===== src/rtl/dbg_halt_ctrl.sv =====
// ---------------------------------------------------------------------------
// dbg_halt_ctrl
//
// Debug halt / resume / single-step sequencer for the 3-stage RV32I core.
// Watches the MW stage for a clean retirement boundary, then freezes fetch,
// flushes the younger instructions and records dpc/cause. On resume it
// pulses a PC redirect to dpc and optionally arms a single step.
// dbg_stall and dbg_flush are ORed into the pipeline control next to the
// forwarding/stall unit.
//
// Optional feature: define EBREAK_HALT_EN to make an ebreak in MW enter
// debug halt directly (dpc = pc of the ebreak, cause = 1). When undefined,
// ebreak is not decoded here and takes the normal trap path.
//
// Parameters
//   TIMEOUT        max PEND cycles before a forced halt (1..255)
//
// Ports
//   i_clk          core clock, rising edge
//   i_rst          asynchronous active-high reset
//   i_haltreq      halt request level, held until halted
//   i_resumereq    resume request, one-cycle pulse
//   i_step_en      dcsr.step, sampled together with i_resumereq
//   i_valid_3      MW holds a real instruction
//   i_hz_stall     hazard stall; MW does not retire while high
//   i_ir_3         instruction in MW
//   i_pc_3         PC of the MW instruction
//   i_pc_next      architectural next PC after the MW instruction
//   i_pc_f         current fetch PC
//   o_dbg_stall    freeze PC / fetch
//   o_dbg_flush    one-cycle IF/ID flush on halt entry
//   o_halted       core in debug halt (includes the resume cycle)
//   o_running      inverse of o_halted
//   o_resumeack    one-cycle pulse on resume
//   o_redirect     one-cycle pulse; datapath loads PC from o_redirect_pc
//   o_redirect_pc  equals dpc
//   o_dpc          debug PC register
//   o_cause        dcsr.cause: 1 ebreak, 3 haltreq, 4 step, 0 none
//
// States
//   RUN     | normal execution, no stall
//   PEND    | halt requested, pipeline runs until a boundary or timeout
//   HALTED  | core frozen in debug mode
//   RESUME  | one cycle: acknowledge resume and redirect PC to dpc
//   STEP    | run until the first boundary, then re-halt with cause 4
// ---------------------------------------------------------------------------
module dbg_halt_ctrl #(
    parameter int unsigned TIMEOUT = 8
) (
    input  logic        i_clk,
    input  logic        i_rst,
    input  logic        i_haltreq,
    input  logic        i_resumereq,
    input  logic        i_step_en,
    input  logic        i_valid_3,
    input  logic        i_hz_stall,
    input  logic [31:0] i_ir_3,
    input  logic [31:0] i_pc_3,
    input  logic [31:0] i_pc_next,
    input  logic [31:0] i_pc_f,
    output logic        o_dbg_stall,
    output logic        o_dbg_flush,
    output logic        o_halted,
    output logic        o_running,
    output logic        o_resumeack,
    output logic        o_redirect,
    output logic [31:0] o_redirect_pc,
    output logic [31:0] o_dpc,
    output logic [2:0]  o_cause
);

    localparam logic [7:0]  TIMEOUT_CNT = 8'(TIMEOUT);
    localparam logic [2:0]  CAUSE_EBREAK  = 3'd1;
    localparam logic [2:0]  CAUSE_HALTREQ = 3'd3;
    localparam logic [2:0]  CAUSE_STEP    = 3'd4;

    typedef enum logic [2:0] {
        ST_RUN    = 3'd0,
        ST_PEND   = 3'd1,
        ST_HALTED = 3'd2,
        ST_RESUME = 3'd3,
        ST_STEP   = 3'd4
    } state_t;

    state_t      r_state;
    logic [7:0]  r_cnt;
    logic [31:0] r_dpc;
    logic [2:0]  r_cause;
    logic        r_step_armed;
    logic        r_stall;
    logic        r_halted;
    logic        r_resume;
    logic        r_flush;

    state_t      w_state_nxt;
    logic [7:0]  w_cnt_nxt;
    logic [31:0] w_dpc_nxt;
    logic [2:0]  w_cause_nxt;
    logic        w_step_armed_nxt;
    logic        w_enter;
    logic        w_boundary;
    logic        w_ebreak;
    logic        w_live;

    assign w_boundary = i_valid_3 && !i_hz_stall;

`ifdef EBREAK_HALT_EN
    localparam logic [31:0] EBREAK_INSN = 32'h0010_0073;
    // hz_stall is deliberately ignored: the ebreak never retires anyway.
    assign w_ebreak = i_valid_3 && (i_ir_3 == EBREAK_INSN);
`else
    logic w_unused_ebreak_inputs;
    assign w_ebreak = 1'b0;
    assign w_unused_ebreak_inputs = ^{i_ir_3, i_pc_3};
`endif

    // States in which the pipeline runs and a halt may be entered.
    assign w_live = (r_state == ST_RUN) || (r_state == ST_PEND) || (r_state == ST_STEP);

    always_comb begin
        w_state_nxt      = r_state;
        w_cnt_nxt        = r_cnt;
        w_dpc_nxt        = r_dpc;
        w_cause_nxt      = r_cause;
        w_step_armed_nxt = r_step_armed;
        w_enter          = 1'b0;

        if (w_live) begin
            if (w_ebreak) begin
`ifdef EBREAK_HALT_EN
                w_dpc_nxt = i_pc_3;
`endif
                w_cause_nxt = CAUSE_EBREAK;
                w_enter     = 1'b1;
            end else if (i_haltreq && w_boundary) begin
                w_dpc_nxt   = i_pc_next;
                w_cause_nxt = CAUSE_HALTREQ;
                w_enter     = 1'b1;
            end else if (i_haltreq && (r_state == ST_PEND) && (r_cnt == 8'd1)) begin
                // Terminal count: this PEND cycle takes the counter to zero.
                // No boundary is available, so resume from the fetch PC.
                w_dpc_nxt   = i_pc_f;
                w_cause_nxt = CAUSE_HALTREQ;
                w_enter     = 1'b1;
            end else if (i_haltreq && (r_state != ST_PEND)) begin
                w_state_nxt = ST_PEND;
                w_cnt_nxt   = TIMEOUT_CNT;
            end else if (i_haltreq) begin
                w_cnt_nxt = r_cnt - 8'd1;
            end else if ((r_state == ST_STEP) && w_boundary) begin
                w_dpc_nxt   = i_pc_next;
                w_cause_nxt = CAUSE_STEP;
                w_enter     = 1'b1;
            end else if (r_state == ST_PEND) begin
                w_state_nxt = ST_RUN;
            end

            if (w_enter) begin
                w_state_nxt = ST_HALTED;
                w_cnt_nxt   = 8'd0;
            end
        end else begin
            case (r_state)
                ST_HALTED: begin
                    // A resume while haltreq is still asserted is dropped.
                    if (i_resumereq && !i_haltreq) begin
                        w_state_nxt      = ST_RESUME;
                        w_step_armed_nxt = i_step_en;
                    end
                end
                ST_RESUME: begin
                    w_state_nxt      = r_step_armed ? ST_STEP : ST_RUN;
                    w_step_armed_nxt = 1'b0;
                end
                default: begin
                    w_state_nxt = ST_RUN;
                end
            endcase
        end
    end

    always_ff @(posedge i_clk or posedge i_rst) begin
        if (i_rst) begin
            r_state      <= ST_RUN;
            r_cnt        <= 8'd0;
            r_dpc        <= 32'd0;
            r_cause      <= 3'd0;
            r_step_armed <= 1'b0;
            r_stall      <= 1'b0;
            r_halted     <= 1'b0;
            r_resume     <= 1'b0;
            r_flush      <= 1'b0;
        end else begin
            r_state      <= w_state_nxt;
            r_cnt        <= w_cnt_nxt;
            r_dpc        <= w_dpc_nxt;
            r_cause      <= w_cause_nxt;
            r_step_armed <= w_step_armed_nxt;
            // Outputs are registered from the next state so they line up
            // with the state they describe and never see an input path.
            r_stall      <= (w_state_nxt == ST_HALTED) || (w_state_nxt == ST_RESUME);
            r_halted     <= (w_state_nxt == ST_HALTED) || (w_state_nxt == ST_RESUME);
            r_resume     <= (w_state_nxt == ST_RESUME);
            r_flush      <= w_enter;
        end
    end

    assign o_dbg_stall   = r_stall;
    assign o_dbg_flush   = r_flush;
    assign o_halted      = r_halted;
    assign o_running     = !r_halted;
    assign o_resumeack   = r_resume;
    assign o_redirect    = r_resume;
    assign o_redirect_pc = r_dpc;
    assign o_dpc         = r_dpc;
    assign o_cause       = r_cause;

endmodule


===== config.mk =====
export PLATFORM = sky130hd
export DESIGN_NAME = dbg_halt_ctrl
export DESIGN_NICKNAME = d
export VERILOG_FILES = /design/src/rtl/dbg_halt_ctrl.sv
export SDC_FILE = /design/constraint.sdc
export NUM_CORES = 1
export LEC_CHECK = 0
export BUFFER_PORTS_ARGS = -buffer_cell sky130_fd_sc_hd__buf_2
export CAP_MARGIN = 5
export CORE_ASPECT_RATIO = 1.25
export CORE_UTILIZATION = 25
export DETAILED_ROUTE_END_ITERATION = 12
export HOLD_SLACK_MARGIN = 0.12
export SYNTH_ARGS = -nofsm -noshare
export SYNTH_HDL_FRONTEND = slang
export SYNTH_SLANG_ARGS = --single-unit

===== constraint.sdc =====
create_clock -name i_clk -period 2.4 [get_ports i_clk]
set_input_delay 0.36 -clock i_clk [delete_from_list [all_inputs] [get_ports i_clk]]
set_output_delay 0.36 -clock i_clk [all_outputs]
set_load 0.1 [all_outputs]

Word-level counts from Yosys, hierarchy flattened
Index checks and enable logic that the tools add are counted. Widths: inputs -> output; s select.

Output and inout port bits: 73. Input port bits: 135. Word-level logic and storage cells: 78. Register bits after elaboration: 50.

Equality and inequality tests: 13. Bitwise operators: 1. Add/subtract/negate cells: 1. Reduce and logical (&&, ||, !) cells: 20. Mux-type cells: 35.

Operators with widths (number): $mux 32 (5); $mux 3 (15); $mux 8 (5); $eq 3x2->1 const B (4); $eq 8x1->1 const B (1); $mux 1 (8); $reduce_and 4->1 (2); $sub 8x1->8 const B (1); $logic_and 1x1->1 (7); $ne 3x1->1 const B (2); $pmux 3 s2 (1); $reduce_bool 3->1 (2); $ne 2x1->1 const B (2); $eq 3x1->1 const B (1); $eq 3x3->1 const B (1); $logic_not 1->1 (3); $logic_not 3->1 (1); $logic_or 1x1->1 (3); $ne 3x3->1 const B (1); $reduce_and 3->1 (1); $ne 2x2->1 const B (1); $pmux 1 s2 (1); $reduce_bool 2->1 (1); $not 1->1 (1).

Logic depth before layout (Yosys ltp)
Depth in word-level cells: 13. Depth in mapped cells: 9. Mapped depth without buffers: 7.

Worst setup path before layout
No wires, ideal clock.

Path kind: reg2reg. Start: register r_state[2]. End: register r_dpc[10], in the netlist o_dpc[10]. Period minus slack after synthesis: 2.111 ns. Slack: 0.289 ns. Data arrival time: 1.988 ns. Setup time: 0.123 ns. Data required time: 2.277 ns. Cell stages (with the launch flop): 7. Buffers on the path: 2. Path through: dfrtp_1 > or3b_1 > or4b_4 > a21oi_4 > buf_8 > clkbuf_4 > a21oi_1.

Word-level cells in the longest chain between the ends: 5. Elaborated cells on any way between the ends: 16. Classes of those cells: eq/ne (5); mux (2); reduce/logical (9).

Ends and longest elaborated chain: start, declared (line 85) `state_t r_state;`; start signal, assigned (line 194) `r_state <= w_state_nxt;`; $eq 3x1->1 (line 118, 139); $logic_and 1x1->1 (2 in series) (line 139) `end else if (i_haltreq && (r_state == ST_PEND) && (r_cnt == 8'd1)) begin`; $ne 3x3->1 (no line) (tied with other cells); $reduce_and 4->1 (no line) / $mux 32 (equally long branches); end signal, assigned (line 196) `r_dpc <= w_dpc_nxt;`; end, declared (line 87) `logic [31:0] r_dpc;`.

Parallel ways exist; a longest one is shown, timed or not. A chain may end at the register's enable or synchronous reset.

Worst setup path in the final report
Start: register r_cnt[2]. End: register r_cnt[6].

Word-level cells in the longest chain between the ends: 7. Elaborated cells on any way between the ends: 15. Classes of those cells: add/sub (1); eq/ne (3); mux (8); reduce/logical (3).

Ends and longest elaborated chain: start, declared (line 86) `logic [7:0] r_cnt;`; start signal, assigned (line 195) `r_cnt <= w_cnt_nxt;`; parallel branches: the longest is 7 deep, another holds $sub 8x1->8.

Parallel ways; which one is timed is not known. The select of a mux whose other input is x is not followed.

==> results.py <==
metrics = {
    "sta": {
        "timing.setup.tns_ps": 0,
        "hold_violations": 0,
        "relSlewSlack": 0.625,
        "fmax_ghz": 0.448,
        "fin_skew_ps": 10.1,
        "setup_violations": 0,
        "maxSlewViolCount": 0,
        "hold_ws_ps": 125,
        "rsz0062_at_grt": "false",
        "fin_crit_sh": 0.929,
        "period_needed_ps": 2230,
        "worstMarginPinSlew_ps": 561,
    },
    "logic_synthesis": {
        "synthDistinctLibCells": 41,
        "synthAdderAreaFrac": 0.00920,
        "yosys_most_used_dff": "dfrtp_1",
        "async_reset_ff_frac": 1.00,
        "synth_nets": 401,
        "mappedNetlistArea_mm2": 0.00272,
        "ys_warn_count": 0,
        "synth_edf_count": 0,
        "syn_inst": 264,
        "synth_compound_area_frac": 0.106,
        "synthSimpleGateAreaFrac": 0.134,
        "yosys_register_bits": 49,
        "synthMuxAreaShare": 0.118,
        "synth_top_family_by_area": "buffers and inverters",
        "seq_area_frac_synth": 0.451,
        "synth_xor_xnor_area_share": 0.0161,
        "syn_avg_cell_area_um2": 10.3,
    },
    "placement": {
        "finalWeightedCongestion": 0.789,
        "hpwl_um": 4570,
        "io_buffer_count": 143,
    },
    "grt": {
        "grt_first_pass_wirelength_um": 9450,
        "grt_max_degree": 42,
        "grt_pass1_vias": 2094,
        "antenna_found_initial": 0,
        "overflow": 0,
        "grtUsageTotal": 0.108,
    },
    "hold_path": {
        "min_path_type": "in -> async",
    },
    "worst_setup_path": {
        "crit_path_end_kind": "register",
        "startpoint_type": "register",
        "path_class": "reg -> reg",
        "crit_required_ps": 2560,
        "rrSetupSlack_ps": 170,
        "cp_max_fo": 5,
        "crit_start": "r_cnt[2]$_DFFE_PP0P_",
        "worstPathArrival_ps": 2390,
        "critical_path.max_stage_delay_ps": 560,
        "worstPathCellList": "nor4_1 -> or4b_4 -> and2_2 -> a21oi_1 -> nor2_1",
        "cp_top_family": "simple AND/OR/NAND/NOR gates",
        "crit_slowest_cell": "or4b_4",
        "timing.rr.start": "r_cnt[2]$_DFFE_PP0P_",
        "path_buf_inv": 0,
        "reg2reg_depth": 5,
        "r2r_end": "r_cnt[6]$_DFFE_PP0P_",
    },
    "routing": {
        "drt_iter0_markers": 36,
        "avgViaCountPerCell": 4.30,
        "drt-wirelength-per-cell_um": 11.8,
        "antenna_left": 0,
        "routed_wl_um": 5980,
        "drcViolationCount": 0,
        "drtPass1Iterations": 4,
        "via_count": 2186,
    },
    "run": {
        "cap_violations": 0,
    },
    "cts": {
        "clock_sinks": 49,
        "ctsRootBufferMaster": "clkbuf_16",
        "clk_pin_slew_ps": 70,
        "post_cts_buffers": 0,
        "cts_resized": 0,
        "cts_hold_buf": 0,
        "clk_latency_ps": 290,
        "cts_made_buffers": 5,
        "htree_num_levels": 2,
        "cts_tree": "done",
        "clockBufferDepth": 2,
    },
    "die": {
        "dieArea_mm2": 0.0113,
        "die_width_um": 95.3,
        "start_util": 0.258,
        "coreArea_mm2": 0.0106,
        "fp.dieH_um": 119,
        "ios": 208,
        "floorplan.rows": 42,
    },
    "final_layout": {
        "insertedDiodeCount": 0,
        "final_nets": 512,
        "layout_common_cells": "buf_2, dfrtp_1, nor2_1",
        "final_util": 0.322,
        "drive_gt1_frac": 0.449,
        "final_common_cell": "buf_2",
        "area_growth_pct": 25.0,
    },
    "status": {
        "status": "completed",
    },
}
logic make-up (layout without fill, tap and decap cells):
logic type	count (synthesis)	count (layout)
simple gates	72	72
mux	32	32
buf+inv	54	166
xor+xnor	5	5
fa+ha+maj	2	2
flops	49	49
compound gates	50	50
worst register-to-register path, delay by kind of cell, from the launching register on:
| kind | cells | cell delay [ps] |
|---|---|---|
| compound gates | 1 | 350 |
| flops | 1 | 420 |
| simple gates | 4 | 1350 |
state kept, by name, summed over array words and instances, names as in the netlist:
| name | count |
|---|---|
| o_redirect | 1 |
| r_state | 3 |
| o_dbg_flush | 1 |
| o_cause | 2 |
| o_halted | 1 |
| r_cnt | 8 |
| r_step_armed | 1 |
| o_dpc | 32 |
final cells by class:
type,count,area [µm²]
Timing Repair Buffer,152,808
Sequential cell,49,1230
Tap cell,132,165
Fill cell,1096,7160
Inverter,6,22.5
Multi-Input combinational cell,161,1040
Clock buffer,8,136
cells in the mapped netlist (2+ instances only):
library cell  count  area share
a21oi_1          34       0.063
buf_12            3       0.022
buf_4            37        0.10
buf_6             5       0.021
dfrtp_1          49        0.45
ha_1              2      0.0092
inv_1             6      0.0083
mux2i_1          32        0.12
nand2_1           8       0.011
nand2b_1          2      0.0046
nand3_1           5      0.0092
nor2_1           36       0.050
nor2_2            6       0.014
nor2b_1           2      0.0046
o21a_1            2      0.0055
o21ai_0           5      0.0092
o22ai_1           3      0.0069
xnor2_1           2      0.0064
xor2_1            3      0.0097
routing by layer:
metal  vias up  part of all wire  global-route usage
li1       1080                 -                   -
met1      1008              0.40               0.118
met2        89              0.50               0.196
met3         9             0.070              0.0251
met4         0             0.021              0.0436
met5         -                 0                   0
stage by stage:
| step | cell area (µm²) | setup slack (ps) | instances |
|---|---|---|---|
| final | 3400 | 169 | 508 |
| after global routing | 3400 | 7.69 | 508 |
| after CTS | 3400 | 139 | 508 |
| after detailed placement | 3260 | 178 | 500 |
| after global placement | 3260 | 170 | 500 |
| after floorplan | 2720 | 289 | 264 |
worst max-delay path by stage:
stage / end / slack [ps] / cells past startpoint
global route: r_cnt[2]$_DFFE_PP0P_ / 8 / 5
finish: r_cnt[6]$_DFFE_PP0P_ / 170 / 5
floorplan: o_dpc[10]$_DFFE_PP0P_ / 290 / 6
global placement: r_cnt[7]$_DFFE_PP0P_ / 170 / 5
detailed placement: r_cnt[6]$_DFFE_PP0P_ / 180 / 5
CTS: r_cnt[6]$_DFFE_PP0P_ / 140 / 5
Power is left out: the tool's default activity adds up to more than one toggle a clock period on the data nets, which glitch-free logic cannot reach.
